--- config.mk ---
export PLATFORM = sky130hd
export DESIGN_NAME = sdram_req_master_flat
export DESIGN_NICKNAME = d
export VERILOG_FILES = /design/src/rtl/sdram_req_master_if.sv /design/src/rtl/sdram_req_master.sv /design/src/flat_wrapper.sv
export SDC_FILE = /design/constraint.sdc
export NUM_CORES = 1
export LEC_CHECK = 0
export BUFFER_PORTS_ARGS = -buffer_cell sky130_fd_sc_hd__buf_2
export CAP_MARGIN = 15
export CORE_MARGIN = 1
export CORE_UTILIZATION = 29
export DETAILED_ROUTE_END_ITERATION = 10
export GPL_TIMING_DRIVEN = 0
export PLACE_DENSITY = 0.51
export SLEW_MARGIN = 10
export SYNTH_ARGS = -nofsm -noshare
export SYNTH_HDL_FRONTEND = slang
export SYNTH_SLANG_ARGS = --single-unit
--- constraint.sdc ---
create_clock -name clk -period 11.45 [get_ports clk]
set_clock_uncertainty 0.1 [all_clocks]
set_input_delay 3.435 -clock clk [delete_from_list [all_inputs] [get_ports clk]]
set_output_delay 3.435 -clock clk [all_outputs]
set_load 0.005 [all_outputs]
--- src/rtl/sdram_req_master_if.sv ---
// Request/acknowledge bundle between the request master and the SDRAM controller.
// The master drives the write/read requests with their burst address and length.
// The controller answers each accepted write beat or valid read beat with an ack.
interface sdram_req_master_if #(
  parameter int AW = 24,
  parameter int BW = 10
);
  logic          sdram_wr_req;
  logic          sdram_wr_ack;
  logic [AW-1:0] sdram_wr_addr;
  logic [BW-1:0] sdram_wr_burst;
  logic          sdram_rd_req;
  logic          sdram_rd_ack;
  logic [AW-1:0] sdram_rd_addr;
  logic [BW-1:0] sdram_rd_burst;

  modport master (
    output sdram_wr_req, sdram_wr_addr, sdram_wr_burst,
    output sdram_rd_req, sdram_rd_addr, sdram_rd_burst,
    input  sdram_wr_ack, sdram_rd_ack
  );

  modport slave (
    input  sdram_wr_req, sdram_wr_addr, sdram_wr_burst,
    input  sdram_rd_req, sdram_rd_addr, sdram_rd_burst,
    output sdram_wr_ack, sdram_rd_ack
  );
endinterface

--- src/rtl/sdram_req_master.sv ---
// SDRAM request initiator for the camera write FIFO and the LCD read FIFO.
// It watches both FIFO levels and issues write/read burst requests. Each side
// walks its own frame address window and wraps to the window start whenever
// the next burst would not fit.
// Optional build macro SDRAM_PINGPONG_EN: the address MSB selects one of two
// frame buffers. The write buffer toggles on each write wrap. The read buffer
// takes the opposite of the write buffer on each read wrap or read reload.
//
// state    | meaning
// IDLE     | arbitrate between pending write and read bursts
// WR_REQ   | write request raised, waiting for first ack
// WR_BURST | write beats in flight, ends when ack falls
// RD_REQ   | read request raised, waiting for first ack
// RD_BURST | read beats in flight, ends when ack falls
module sdram_req_master #(
  parameter int RD_FIFO_DEPTH = 1024,
  parameter int AW            = 24,
  parameter int BW            = 10
) (
  input  logic          clk,
  input  logic          rst_n,
  input  logic          sdram_init_done,
  input  logic [AW-1:0] wr_min_addr,
  input  logic [AW-1:0] wr_max_addr,
  input  logic [BW-1:0] wr_len,
  input  logic          wr_load,
  input  logic [BW-1:0] wr_fifo_used,
  output logic          wr_fifo_rdreq,
  input  logic [AW-1:0] rd_min_addr,
  input  logic [AW-1:0] rd_max_addr,
  input  logic [BW-1:0] rd_len,
  input  logic          rd_load,
  input  logic          rd_en,
  input  logic [BW-1:0] rd_fifo_used,
  output logic          rd_fifo_wrreq,
  sdram_req_master_if.master bus
);

  typedef enum logic [2:0] {
    IDLE,
    WR_REQ,
    WR_BURST,
    RD_REQ,
    RD_BURST
  } state_t;

  localparam logic [BW:0] RD_DEPTH_W = (BW+1)'(RD_FIFO_DEPTH);

  state_t        state;
  logic [AW-1:0] wr_ptr, rd_ptr;
  logic          wr_load_flag, rd_load_flag;
  logic          last_wr;

  logic [AW-1:0] wr_min_m, wr_max_m, rd_min_m, rd_max_m;
  logic [AW-1:0] wr_ptr_cur, rd_ptr_cur;
  logic [AW-1:0] wr_addr_cur, rd_addr_cur;
  logic [AW:0]   wr_step, rd_step;
  logic          wr_wrap, rd_wrap;
  logic [AW-1:0] wr_next, rd_next;
  logic [BW:0]   rd_sum;
  logic          wr_pend, rd_pend, grant_wr, grant_rd;
`ifdef SDRAM_PINGPONG_EN
  logic          wr_buf, rd_buf, rd_buf_cur;
`endif

  // The FIFO strobes are the acks themselves: one pop/push per accepted beat.
  assign wr_fifo_rdreq = bus.sdram_wr_ack;
  assign rd_fifo_wrreq = bus.sdram_rd_ack;

  // Pending/grant decision and next-pointer arithmetic.
  always_comb begin
    wr_min_m = wr_min_addr;
    wr_max_m = wr_max_addr;
    rd_min_m = rd_min_addr;
    rd_max_m = rd_max_addr;
`ifdef SDRAM_PINGPONG_EN
    // The buffer bit is owned by this block; window MSBs from outside are ignored.
    wr_min_m[AW-1] = 1'b0;
    wr_max_m[AW-1] = 1'b0;
    rd_min_m[AW-1] = 1'b0;
    rd_max_m[AW-1] = 1'b0;
`endif
    // A pending reload takes effect in the same IDLE cycle that may also grant.
    wr_ptr_cur = wr_load_flag ? wr_min_m : wr_ptr;
    rd_ptr_cur = rd_load_flag ? rd_min_m : rd_ptr;
`ifdef SDRAM_PINGPONG_EN
    rd_buf_cur  = rd_load_flag ? ~wr_buf : rd_buf;
    wr_addr_cur = {wr_buf, wr_ptr_cur[AW-2:0]};
    rd_addr_cur = {rd_buf_cur, rd_ptr_cur[AW-2:0]};
`else
    wr_addr_cur = wr_ptr_cur;
    rd_addr_cur = rd_ptr_cur;
`endif

    wr_pend = (wr_len != '0) && (wr_fifo_used >= wr_len);
    rd_sum  = {1'b0, rd_fifo_used} + {1'b0, rd_len};
    rd_pend = rd_en && (rd_len != '0) && (rd_sum <= RD_DEPTH_W);
    // With both sides pending, the side not served last wins.
    grant_wr = wr_pend && (!rd_pend || !last_wr);
    grant_rd = rd_pend && !grant_wr;

    // Wrap rather than split a burst at the window end.
    wr_step = {1'b0, wr_ptr} + (AW+1)'(bus.sdram_wr_burst);
    wr_wrap = ({1'b0, wr_step} + (AW+2)'(bus.sdram_wr_burst)) > {2'b00, wr_max_m};
    wr_next = wr_wrap ? wr_min_m : wr_step[AW-1:0];
    rd_step = {1'b0, rd_ptr} + (AW+1)'(bus.sdram_rd_burst);
    rd_wrap = ({1'b0, rd_step} + (AW+2)'(bus.sdram_rd_burst)) > {2'b00, rd_max_m};
    rd_next = rd_wrap ? rd_min_m : rd_step[AW-1:0];
  end

  // Request FSM, window pointers, reload flags and registered request outputs.
  always_ff @(posedge clk or negedge rst_n) begin
    if (!rst_n) begin
      state              <= IDLE;
      wr_ptr             <= '0;
      rd_ptr             <= '0;
      wr_load_flag       <= 1'b0;
      rd_load_flag       <= 1'b0;
      last_wr            <= 1'b0;
      bus.sdram_wr_req   <= 1'b0;
      bus.sdram_wr_addr  <= '0;
      bus.sdram_wr_burst <= '0;
      bus.sdram_rd_req   <= 1'b0;
      bus.sdram_rd_addr  <= '0;
      bus.sdram_rd_burst <= '0;
`ifdef SDRAM_PINGPONG_EN
      wr_buf             <= 1'b0;
      rd_buf             <= 1'b0;
`endif
    end else begin
      // Loads seen outside IDLE are held; the running burst is never disturbed.
      wr_load_flag <= (state == IDLE) ? wr_load : (wr_load_flag | wr_load);
      rd_load_flag <= (state == IDLE) ? rd_load : (rd_load_flag | rd_load);
      case (state)
        IDLE: begin
          wr_ptr <= wr_ptr_cur;
          rd_ptr <= rd_ptr_cur;
`ifdef SDRAM_PINGPONG_EN
          rd_buf <= rd_buf_cur;
`endif
          if (sdram_init_done && grant_wr) begin
            state              <= WR_REQ;
            bus.sdram_wr_req   <= 1'b1;
            bus.sdram_wr_addr  <= wr_addr_cur;
            bus.sdram_wr_burst <= wr_len;
            last_wr            <= 1'b1;
          end else if (sdram_init_done && grant_rd) begin
            state              <= RD_REQ;
            bus.sdram_rd_req   <= 1'b1;
            bus.sdram_rd_addr  <= rd_addr_cur;
            bus.sdram_rd_burst <= rd_len;
            last_wr            <= 1'b0;
          end
        end
        WR_REQ: begin
          if (bus.sdram_wr_ack) begin
            bus.sdram_wr_req <= 1'b0;
            state            <= WR_BURST;
          end
        end
        WR_BURST: begin
          if (!bus.sdram_wr_ack) begin
            state  <= IDLE;
            wr_ptr <= wr_next;
`ifdef SDRAM_PINGPONG_EN
            if (wr_wrap) wr_buf <= ~wr_buf;
`endif
          end
        end
        RD_REQ: begin
          if (bus.sdram_rd_ack) begin
            bus.sdram_rd_req <= 1'b0;
            state            <= RD_BURST;
          end
        end
        RD_BURST: begin
          if (!bus.sdram_rd_ack) begin
            state  <= IDLE;
            rd_ptr <= rd_next;
`ifdef SDRAM_PINGPONG_EN
            if (rd_wrap) rd_buf <= ~wr_buf;
`endif
          end
        end
        default: state <= IDLE;
      endcase
    end
  end

endmodule
--- src/flat_wrapper.sv ---
// flat-port wrapper written by rule: the top's interface ports become plain ports
module sdram_req_master_flat 
#(
  parameter int RD_FIFO_DEPTH = 1024,
  parameter int AW            = 24,
  parameter int BW            = 10
)
  (clk, rst_n, sdram_init_done, wr_min_addr, wr_max_addr, wr_len, wr_load, wr_fifo_used, wr_fifo_rdreq, rd_min_addr, rd_max_addr, rd_len, rd_load, rd_en, rd_fifo_used, rd_fifo_wrreq, bus_sdram_wr_req, bus_sdram_wr_addr, bus_sdram_wr_burst, bus_sdram_rd_req, bus_sdram_rd_addr, bus_sdram_rd_burst, bus_sdram_wr_ack, bus_sdram_rd_ack);
  sdram_req_master_if #(.AW(AW), .BW(BW)) bus_i ();
  input  logic clk;
  input  logic rst_n;
  input  logic sdram_init_done;
  input  logic [AW-1:0] wr_min_addr;
  input  logic [AW-1:0] wr_max_addr;
  input  logic [BW-1:0] wr_len;
  input  logic wr_load;
  input  logic [BW-1:0] wr_fifo_used;
  output logic wr_fifo_rdreq;
  input  logic [AW-1:0] rd_min_addr;
  input  logic [AW-1:0] rd_max_addr;
  input  logic [BW-1:0] rd_len;
  input  logic rd_load;
  input  logic rd_en;
  input  logic [BW-1:0] rd_fifo_used;
  output logic rd_fifo_wrreq;
  output wire logic [$bits(bus_i.sdram_wr_req)-1:0] bus_sdram_wr_req;
  output wire logic [$bits(bus_i.sdram_wr_addr)-1:0] bus_sdram_wr_addr;
  output wire logic [$bits(bus_i.sdram_wr_burst)-1:0] bus_sdram_wr_burst;
  output wire logic [$bits(bus_i.sdram_rd_req)-1:0] bus_sdram_rd_req;
  output wire logic [$bits(bus_i.sdram_rd_addr)-1:0] bus_sdram_rd_addr;
  output wire logic [$bits(bus_i.sdram_rd_burst)-1:0] bus_sdram_rd_burst;
  input wire logic [$bits(bus_i.sdram_wr_ack)-1:0] bus_sdram_wr_ack;
  input wire logic [$bits(bus_i.sdram_rd_ack)-1:0] bus_sdram_rd_ack;
  assign bus_sdram_wr_req = bus_i.sdram_wr_req;
  assign bus_sdram_wr_addr = bus_i.sdram_wr_addr;
  assign bus_sdram_wr_burst = bus_i.sdram_wr_burst;
  assign bus_sdram_rd_req = bus_i.sdram_rd_req;
  assign bus_sdram_rd_addr = bus_i.sdram_rd_addr;
  assign bus_sdram_rd_burst = bus_i.sdram_rd_burst;
  assign bus_i.sdram_wr_ack = bus_sdram_wr_ack;
  assign bus_i.sdram_rd_ack = bus_sdram_rd_ack;
  sdram_req_master #(.RD_FIFO_DEPTH(RD_FIFO_DEPTH), .AW(AW), .BW(BW)) u_core (.clk(clk), .rst_n(rst_n), .sdram_init_done(sdram_init_done), .wr_min_addr(wr_min_addr), .wr_max_addr(wr_max_addr), .wr_len(wr_len), .wr_load(wr_load), .wr_fifo_used(wr_fifo_used), .wr_fifo_rdreq(wr_fifo_rdreq), .rd_min_addr(rd_min_addr), .rd_max_addr(rd_max_addr), .rd_len(rd_len), .rd_load(rd_load), .rd_en(rd_en), .rd_fifo_used(rd_fifo_used), .rd_fifo_wrreq(rd_fifo_wrreq), .bus(bus_i));
endmodule
-- After elaboration in Yosys (flattened, before gate mapping)
Cells that the tools add are included.
- output and inout bits: 72
- input port bits: 144
- register bits: 124
- order comparisons: 4
- $add $sub $neg: 5
- bitwise gates (word level): 3
- reduce and logical (&&, ||, !) cells: 27
- equality and inequality tests: 12
- muxes and demuxes: 26
- operator list (cell ; count):
    $mux 24 ; 6
    $pmux 24 s2 ; 2
    $add 25x10->26 ; 2
    $gt 26x24->1 ; 2
    $add 24x10->25 ; 2
    $reduce_bool 10->1 ; 2
    $mux 3 ; 6
    $pmux 3 s5 ; 1
    $ne 2x2->1 const B ; 7
    $add 10x10->11 ; 1
    $le 11x11->1 const B ; 1
    $ge 10x10->1 ; 1
    $reduce_bool 2->1 ; 5
    $mux 1 ; 9
    $reduce_and 2->1 ; 4
    $logic_and 1x1->1 ; 7
    $eq 3x2->1 const B ; 2
    $reduce_and 3->1 ; 2
    $reduce_and 5->1 ; 1
    $pmux 1 s2 ; 2
    $reduce_and 4->1 ; 1
    $eq 3x1->1 const B ; 1
    $eq 3x3->1 const B ; 1
    $logic_not 1->1 ; 3
    5 further kinds ; 6

-- Depth between registers and ports, before layout
Gate-level depths: netlist (run 1).
- depth in word-level cells: 12
- mapped depth: 30
- gate-level depth less buffers: 27

-- Least setup slack after synthesis (run 1)
Ideal clock, no wire load.
- path kind: in2out
- start point: input port bus_sdram_rd_ack
- end point: output port rd_fifo_wrreq
- data required time: 7915 ps
- setup slack: 4369 ps
- stages on the path: 1
- arrival: 3546 ps
- buffers on the path: 1
- cell sequence: buf_4
- RTL lines (item ; line ; text):
    from (decl) ; flat_wrapper.sv:33 ; input wire logic [$bits(bus_i.sdram_rd_ack)-1:0] bus_sdram_rd_ack;
    to (decl) ; flat_wrapper.sv:25 ; output logic rd_fifo_wrreq;
No word-level cell between the ends.

-- Worst setup path after layout (run 1)
- start point: register u_core.bus.sdram_rd_burst[0]
- end point: register u_core.rd_ptr[7]
- longest elaborated chain between the ends: 6
- ends and longest elaborated chain (item ; line ; text):
    from (decl) ; sdram_req_master_if.sv:19 ; output sdram_rd_req, sdram_rd_addr, sdram_rd_burst,
    from (signal assigned) ; sdram_req_master.sv:151 ; bus.sdram_rd_burst <= rd_len;
    $add 24x10->25 ; sdram_req_master.sv:106 ; rd_step = {1'b0, rd_ptr} + (AW+1)'(bus.sdram_rd_burst);
    $add 25x10->26 ; sdram_req_master.sv:107 ; rd_wrap = ({1'b0, rd_step} + (AW+2)'(bus.sdram_rd_burst)) > {2'b00, rd_max_m};
    $gt 26x24->1 ; sdram_req_master.sv:107 ;
    $mux 24 (*) ; sdram_req_master.sv:108 ; rd_next = rd_wrap ? rd_min_m : rd_step[AW-1:0];
    $mux 24 (*) ; sdram_req_master.sv:177 ; if (!bus.sdram_rd_ack) begin
    $pmux 24 s2 (*) ; sdram_req_master.sv:134 ; case (state)
    to (signal assigned) ; sdram_req_master.sv:137 ; rd_ptr <= rd_ptr_cur;
    to (signal assigned) ; sdram_req_master.sv:179 ; rd_ptr <= rd_next;
    to (decl) ; sdram_req_master.sv:50 ; logic [AW-1:0] wr_ptr, rd_ptr;
Every way passes the cells marked *; elsewhere a longest branch is shown, timed or not. The select of a mux whose other input is x is not followed.
A chain may end at the register's enable or synchronous reset.

==> summary.txt, run 1 <==
Outcome - finished, final reports clean
Die width - 197 um
Reg2Reg Launch Point - u_core.bus.sdram_rd_burst[0]
Post-Syn Nets - 1,495
Clk buf depth - 2
IO Pins - 216
CP max stage delay - 0.71 ns
LEAKAGE - 6.33 nW
Pins over their slew limit - 0
Core area - 37,000 um2
PD cells - 380 nW/um2
Clk_lat worst skew - 0.44 ns
Unrepaired setup endpoints after global routing - false
Final ANT Viol Nets - 0
Startpoint types - flip-flop
Tmin final - 7.44 ns
Antenna fix cells - 0
Buffers on Ports - 215
Fin util - 36.2%
Worst slew pin tran - 1.14 ns
Nets@finish - 1,730
Synthesized cell area - 11,000 um2
# setup viols final - 0
Required time of the critical path - 11.69 ns
Synth top area share - 28.3%
Initial DRC Count - 597
Cells after Synth - 1,238
Die Span Y - 197 um
Met2 Usage GRT - 32.5%
Asr flop ratio synth - 100%
CP arrival - 7.68 ns
Clk sink count - 124
Setup CP Type - reg -> reg
Post-cts repair resize count - 0
Die area - 38,700 um2
Synth Register Bits - 124
Final hold violation count - 0
Worst-path clk slew - 0.07 ns
Largest net degree at the start of global routing - 71
Pre-Repair DR Iteration Count - 7
Top cells by count, synth - dfrtp_1 (124), inv_1 (109), ha_1 (108)
Most common cell in the netlist - dfrtp_1
Post-synth EDFFs - 0
DP HPWL - 29,100 um
Fin crit share - 65.0%
Area Growth Syn to Fin - 21.7%
Hold-fix buffers at CTS - 0
Total CTS buffers - 17
Routability Congestion - 0.899
Grt met3 use - 2.99%
Via count - 10,029
Vias per std cell - 5.04
Area contributors post-synth - dfrtp_1 (28%), ha_1 (12%), mux2_2 (5.6%)
Starting density of the core - 29.7%
Std-Cell Rows - 70
# DRC - 0
Fin Setup TNS - 0 ns
Postcts setup bufs - 0
Initial antenna violation count - 1
Gr ovfl total - 0
Slew HR - 24.3%
Worst hold start - u_core.bus.sdram_wr_addr[1]
Avg Inst Size Synth - 8.87 um2
Worst Setup SP - u_core.bus.sdram_rd_burst[0]
Synth area leader - dfrtp_1
Max IR drop VDD - 0.212 mV
Vias in the first global route - 9,988
Global-route wire length before repair - 55,900 um
Synth Warn # - 0
Tot GR Track Use - 18.9%
Final wirelength - 35,800 um
CP max FO - 10
Top Usage Layer GRT - met2
CTS root buf - clkbuf_16
CP Capture Type - flip-flop
H-tree depth - 4
Top FF cell, synth - dfrtp_1
Max Clock Freq - 134 MHz
Max Cap Viol - 0
Slowest CP cell - nor4b_1
Register area share after synthesis - 28.3%
M1 GR Usage - 24.2%
HP Class - reg -> reg
CTS tree - built
Share of layout cells above drive strength 1 - 24.2%
Avg WL per Cell - 18.0 um
Dpl cells - 1,958
Fin cells - 1,988
Synth unique cells - 86
per-stage QoR:
stage / instance area [um2] / total power, mW / worst slack [ns] / hold slack (ns)
floorplan: 11000 / 3.50 / 4.37 / 0.373
global placement: 12700 / 4.40 / 4.07 / 0.363
detailed placement: 12700 / 4.48 / 4.00 / 0.365
CTS: 13400 / 5.11 / 3.98 / 0.377
global route: 13400 / 5.60 / 3.35 / 0.396
finish: 13400 / 5.08 / 4.01 / 0.369
sequential cells by signal (all words and copies together) (netlist names):
register	count
u_core.wr_ptr	24
u_core.bus.sdram_rd_req	1
u_core.bus.sdram_wr_addr	24
u_core.state	3
u_core.bus.sdram_rd_addr	24
u_core.last_wr	1
u_core.bus.sdram_wr_req	1
u_core.rd_load_flag	1
u_core.rd_ptr	24
u_core.bus.sdram_rd_burst	10
u_core.bus.sdram_wr_burst	10
u_core.wr_load_flag	1
placed cells by master, fill, tap and decap left out, types with 8 or more instances in the layout:
cell / count
or2_2: 10
nor2_1: 83
o21a_1: 15
a211oi_1: 16
clkbuf_1: 27
ha_1: 108
a21oi_1: 61
nand4_1: 12
nand2_1: 93
inv_1: 109
dfrtp_1: 124
xnor2_1: 57
nand3_1: 31
o2111ai_1: 8
a221o_1: 27
a21o_1: 25
buf_2: 226
o211ai_1: 15
a221oi_1: 9
clkbuf_16: 17
nor3_1: 28
o21ai_0: 73
and2_1: 12
xor2_1: 28
nor2b_1: 10
mux2_2: 55
nand2b_1: 15
and2_0: 8
mux2i_1: 26
report_power, final:
part           internal, mW  total (mW)  switching [mW]  leakage (nW)
logic                  1.58        3.63            2.04          4.53
clock network         0.386       0.612           0.226         0.306
registers             0.650       0.842           0.191          1.50
path summary, 6_finish.rpt:
kind                                                end  slack, ns  cells after the start
max                                    u_core.rd_ptr[7]       4.01                     28
min                         u_core.bus.sdram_wr_addr[1]       0.37                      2
max reg2reg                            u_core.rd_ptr[7]       4.01                     28
min reg2reg                 u_core.bus.sdram_wr_addr[1]       0.37                      2
max in group asynchronous   u_core.bus.sdram_rd_addr[6]       7.60                      2
min in group asynchronous  u_core.bus.sdram_wr_addr[19]       2.85                      1
kinds of logic after synthesis:
kind of cell	share of synthesized area [%]
AND/OR/NAND/NOR	15.7
AO/OA/AOI/OAI	22.0
buffers and inverters	5.99
flip-flops	28.3
adder cells (fa/ha/maj)	13.2
XOR/XNOR	6.78
multiplexers	8.01
per-layer routing:
layer	part of all wire, %	routed length (um)
met5	0.047	17
met4	2.1	768
met3	4.0	1440
met2	48	17300
met1	46	16300
worst max-delay path, delay by kind of cell, from the launching register on:
kind / cells / cell delay [ns]
compound gates: 13 / 3.24
xor+xnor: 2 / 0.34
fa+ha+maj: 4 / 1.26
buf+inv: 3 / 0.46
flops: 1 / 0.46
simple gates: 6 / 1.45
area by class of cell:
class | count | area, um2
repair buffers | 216 | 1110
flip-flops and latches | 124 | 3100
inverters | 109 | 409
fillers | 3904 | 23600
plain buffers | 50 | 249
multi-input cells | 955 | 7220
well taps | 504 | 631
clock inverters | 13 | 218
clock buffers | 17 | 425
Note: power is estimated with default switching activity, not from simulation.
==> run 2, diff against run 1 <==
- ABC_AREA: default -> 1
- PLACE_DENSITY: 0.51 -> 0.52
- clock period: 11.45 -> 6.3 ns (I/O delays scaled with it)
==> run 2 against run 1 <==
Compared with the run above:
- flip-flop and latch count did not move
- critical path depth is 5 higher
- global-route usage rose by 0.70 points
- critical endpoint is now u_core.rd_ptr[22]
- hold slack better by 0.012 ns
- core utilization shrank 0.81 points
- non-clock buffer count up 6
==> summary.txt, run 2 <==
Outcome - finished, final reports clean (unchanged)
Area Growth Syn to Fin - 19.1% (was 21.7%)
Final hold violation count - 0 (unchanged)
Slew HR - 51.1% (was 24.3%)
Nets@finish - 2,405 (was 1,730)
Register-to-Register Path Depth - 33 (was 28)
Worst Setup SP - u_core.bus.sdram_rd_burst[0] (unchanged)
Fin crit share - 91.9% (was 65.0%)
Critical Path Sink - u_core.rd_ptr[22] (was u_core.rd_ptr[7])
Fin cells - 2,739 (was 1,988)
CP max FO - 10 (unchanged)
Register-to-register setup slack - 0.51 ns (was 4.01 ns)
Asr flop ratio synth - 100% (unchanged)
# DRC - 0 (unchanged)
Die width - 210 um (was 197 um)
Max Clock Freq - 173 MHz (was 134 MHz)
Register area share after synthesis - 24.7% (was 28.3%)
Cells after Synth - 1,912 (was 1,238)
Fin worst setup slack - 0.511 ns (was 4.01 ns)
CP Capture Type - flip-flop (unchanged)
Final wirelength - 43,100 um (was 35,800 um)
Simple-gate share of the synthesized area - 31.5% (was 15.7%)
Reg2Reg Launch Point - u_core.bus.sdram_rd_burst[0] (unchanged)
Synth top area share - 24.7% (was 28.3%)
CTS root buf - clkbuf_16 (unchanged)
Required time of the critical path - 6.52 ns (was 11.69 ns)
Most common cell in the netlist - nand2_1 (was dfrtp_1)
DP HPWL - 36,200 um (was 29,100 um)
HP Class - reg -> reg (unchanged)
Top cells by count, synth - nand2_1 (487), inv_1 (351), nand3_1 (135) (was dfrtp_1 (124), inv_1 (109), ha_1 (108))
Tot GR Track Use - 19.6% (was 18.9%)
Startpoint types - flip-flop (unchanged)
CP max stage delay - 0.46 ns (was 0.71 ns)
Setup CP Type - reg -> reg (unchanged)
Total CTS buffers - 17 (unchanged)
Most frequent cells in the layout - nand2_1 (487), inv_1 (351), buf_2 (219) (was buf_2 (226), dfrtp_1 (124), inv_1 (109))
Area contributors post-synth - dfrtp_1 (25%), nand2_1 (15%), ha_1 (11%) (was dfrtp_1 (28%), ha_1 (12%), mux2_2 (5.6%))
Largest net degree at the start of global routing - 70 (was 71)
Initial antenna violation count - 1 (unchanged)
Post-synthesis xor/xnor area fraction - 4.58% (was 6.78%)
Dpl cells - 2,706 (was 1,958)
Pre-Repair DR Iteration Count - 8 (was 7)
Clk_lat worst skew - 0.44 ns (about the same)
Commonest non-fill, non-tap cell in the layout - nand2_1 (was buf_2)
Vias in the first global route - 12,370 (was 9,988)
Worst slew pin tran - 0.727 ns (was 1.14 ns)
Core area - 42,300 um2 (was 37,000 um2)
Critical Path Most Common Cell - nand2_1
Buffers on Ports - 215 (unchanged)
Share of layout cells above drive strength 1 - 15.9% (was 24.2%)
Die Span Y - 210 um (was 197 um)
Vias per std cell - 4.83 (was 5.04)
Slowest CP cell - dfrtp_1 (was nor4b_1)
Synthesized cell area - 12,600 um2 (was 11,000 um2)
Synth unique cells - 46 (was 86)
Initial DRC Count - 991 (was 597)
IO Pins - 216 (unchanged)
Adder-cell area share of the yosys netlist - 11.5% (was 13.2%)
Max Cap Viol - 0 (unchanged)
Largest family of logic cells by synthesized area - simple AND/OR/NAND/NOR gates (was compound AO/OA/AOI/OAI gates)
Avg WL per Cell - 15.7 um (was 18.0 um)
Clk sink count - 124 (unchanged)
Gr ovfl total - 0 (unchanged)
Final ANT Viol Nets - 0 (unchanged)
Synth Register Bits - 124 (unchanged)
Mux cell area share after synthesis - 2.24% (was 8.01%)
Tmin final - 5.79 ns (was 7.44 ns)
Post-synth EDFFs - 0 (unchanged)
Synth Warn # - 0 (unchanged)
Post-Syn Nets - 2,169 (was 1,495)
Pins over their slew limit - 0 (unchanged)
H-tree depth - 4 (unchanged)
CTS tree - built (unchanged)
Starting density of the core - 29.7% (about the same)
Worst-path clk slew - 0.06 ns (was 0.07 ns)
Top FF cell, synth - dfrtp_1 (unchanged)
Global-route wire length before repair - 67,300 um (was 55,900 um)
Postcts setup bufs - 0 (unchanged)
Std-Cell Rows - 75 (was 70)
Routability Congestion - 0.910 (was 0.899)
DP Worst Slack - 0.417 ns (was 4.00 ns)
Die area - 44,200 um2 (was 38,700 um2)
Hold path cells - 2 (unchanged)
Via count - 13,216 (was 10,029)
Placement Cell Area - 14,400 um2 (was 12,700 um2)
CP arrival - 6.01 ns (was 7.68 ns)
Synth area leader - dfrtp_1 (unchanged)
Clk buf depth - 2 (unchanged)
# setup viols final - 0 (unchanged)
Avg Inst Size Synth - 6.57 um2 (was 8.87 um2)
Compound-cell area share of the yosys netlist - 12.4% (was 22.0%)
Post-route cell area - 15,000 um2 (was 13,400 um2)
Unrepaired setup endpoints after global routing - false (unchanged)
Fin Setup TNS - 0 ns (unchanged)
RR Endpoint - u_core.rd_ptr[22] (was u_core.rd_ptr[7])
-- run 2: critical path, delay by kind of cell (launching register included) --
| family | cells | cell delay (ns) |
|---|---|---|
| simple gates | 15 | 1.65 |
| fa+ha+maj | 4 | 1.28 |
| compound gates | 8 | 1.20 |
| buf+inv | 4 | 0.61 |
| flops | 1 | 0.46 |
| xor+xnor | 2 | 0.42 |
-- run 2: cell type report --
cell class	count	area [um2]
antenna	1	2.50
buffer	55	290
clock buffer	23	458
clock inverter	9	95.1
fill	4641	27400
inverter	361	1360
multi-input combinational	1372	7820
sequential	124	3100
tap	577	722
timing repair buffer	217	1120
-- run 2: worst min-delay path by stage --
stage | from | to | slack (ns)
after floorplan | u_core.last_wr | u_core.last_wr | 0.34
after global placement | u_core.bus.sdram_rd_addr[21] | u_core.bus.sdram_rd_addr[21] | 0.36
after detailed placement | u_core.bus.sdram_rd_addr[22] | u_core.bus.sdram_rd_addr[22] | 0.37
after CTS | u_core.bus.sdram_rd_addr[22] | u_core.bus.sdram_rd_addr[22] | 0.38
after global routing | u_core.bus.sdram_rd_addr[18] | u_core.bus.sdram_rd_addr[18] | 0.41
final | u_core.bus.sdram_rd_addr[22] | u_core.bus.sdram_rd_addr[22] | 0.38
-- run 2: logic make-up (layout without fill, tap and decap cells) --
family                   Yosys count  after routing
AO/OA/AOI/OAI                    285            285
XOR/XNOR                          64             64
adder cells (fa/ha/maj)          113            113
buffers and inverters            416            665
flip-flops                       124            124
multiplexers                      25             25
other                              0              1
AND/OR/NAND/NOR                  885            885
-- run 2: per-layer routing --
metal  GRT usage [%]  routed length, um
met1            26.7              20400
met2            32.1              19600
met3            2.85               2270
met4            5.16                783
met5               0                  0
-- run 2: stage by stage --
stage	utilization (%)	hold WS, ns
2_1_floorplan	-	0.343
3_3_place_gp	33.9	0.362
3_5_place_dp	34.0	0.368
4_1_cts	35.3	0.383
5_1_grt	35.4	0.407
6_report	35.4	0.380
-- run 2: timing repair --
action | 4_1_cts | 5_1_grt
setup endpoints to repair | 0 | 20
gates resized for setup | 0 | 4
hold buffers | 0 | 0
Power of run 2 is left out: the tool's default activity adds up to more than one toggle a clock period on the data nets, which glitch-free logic cannot reach.
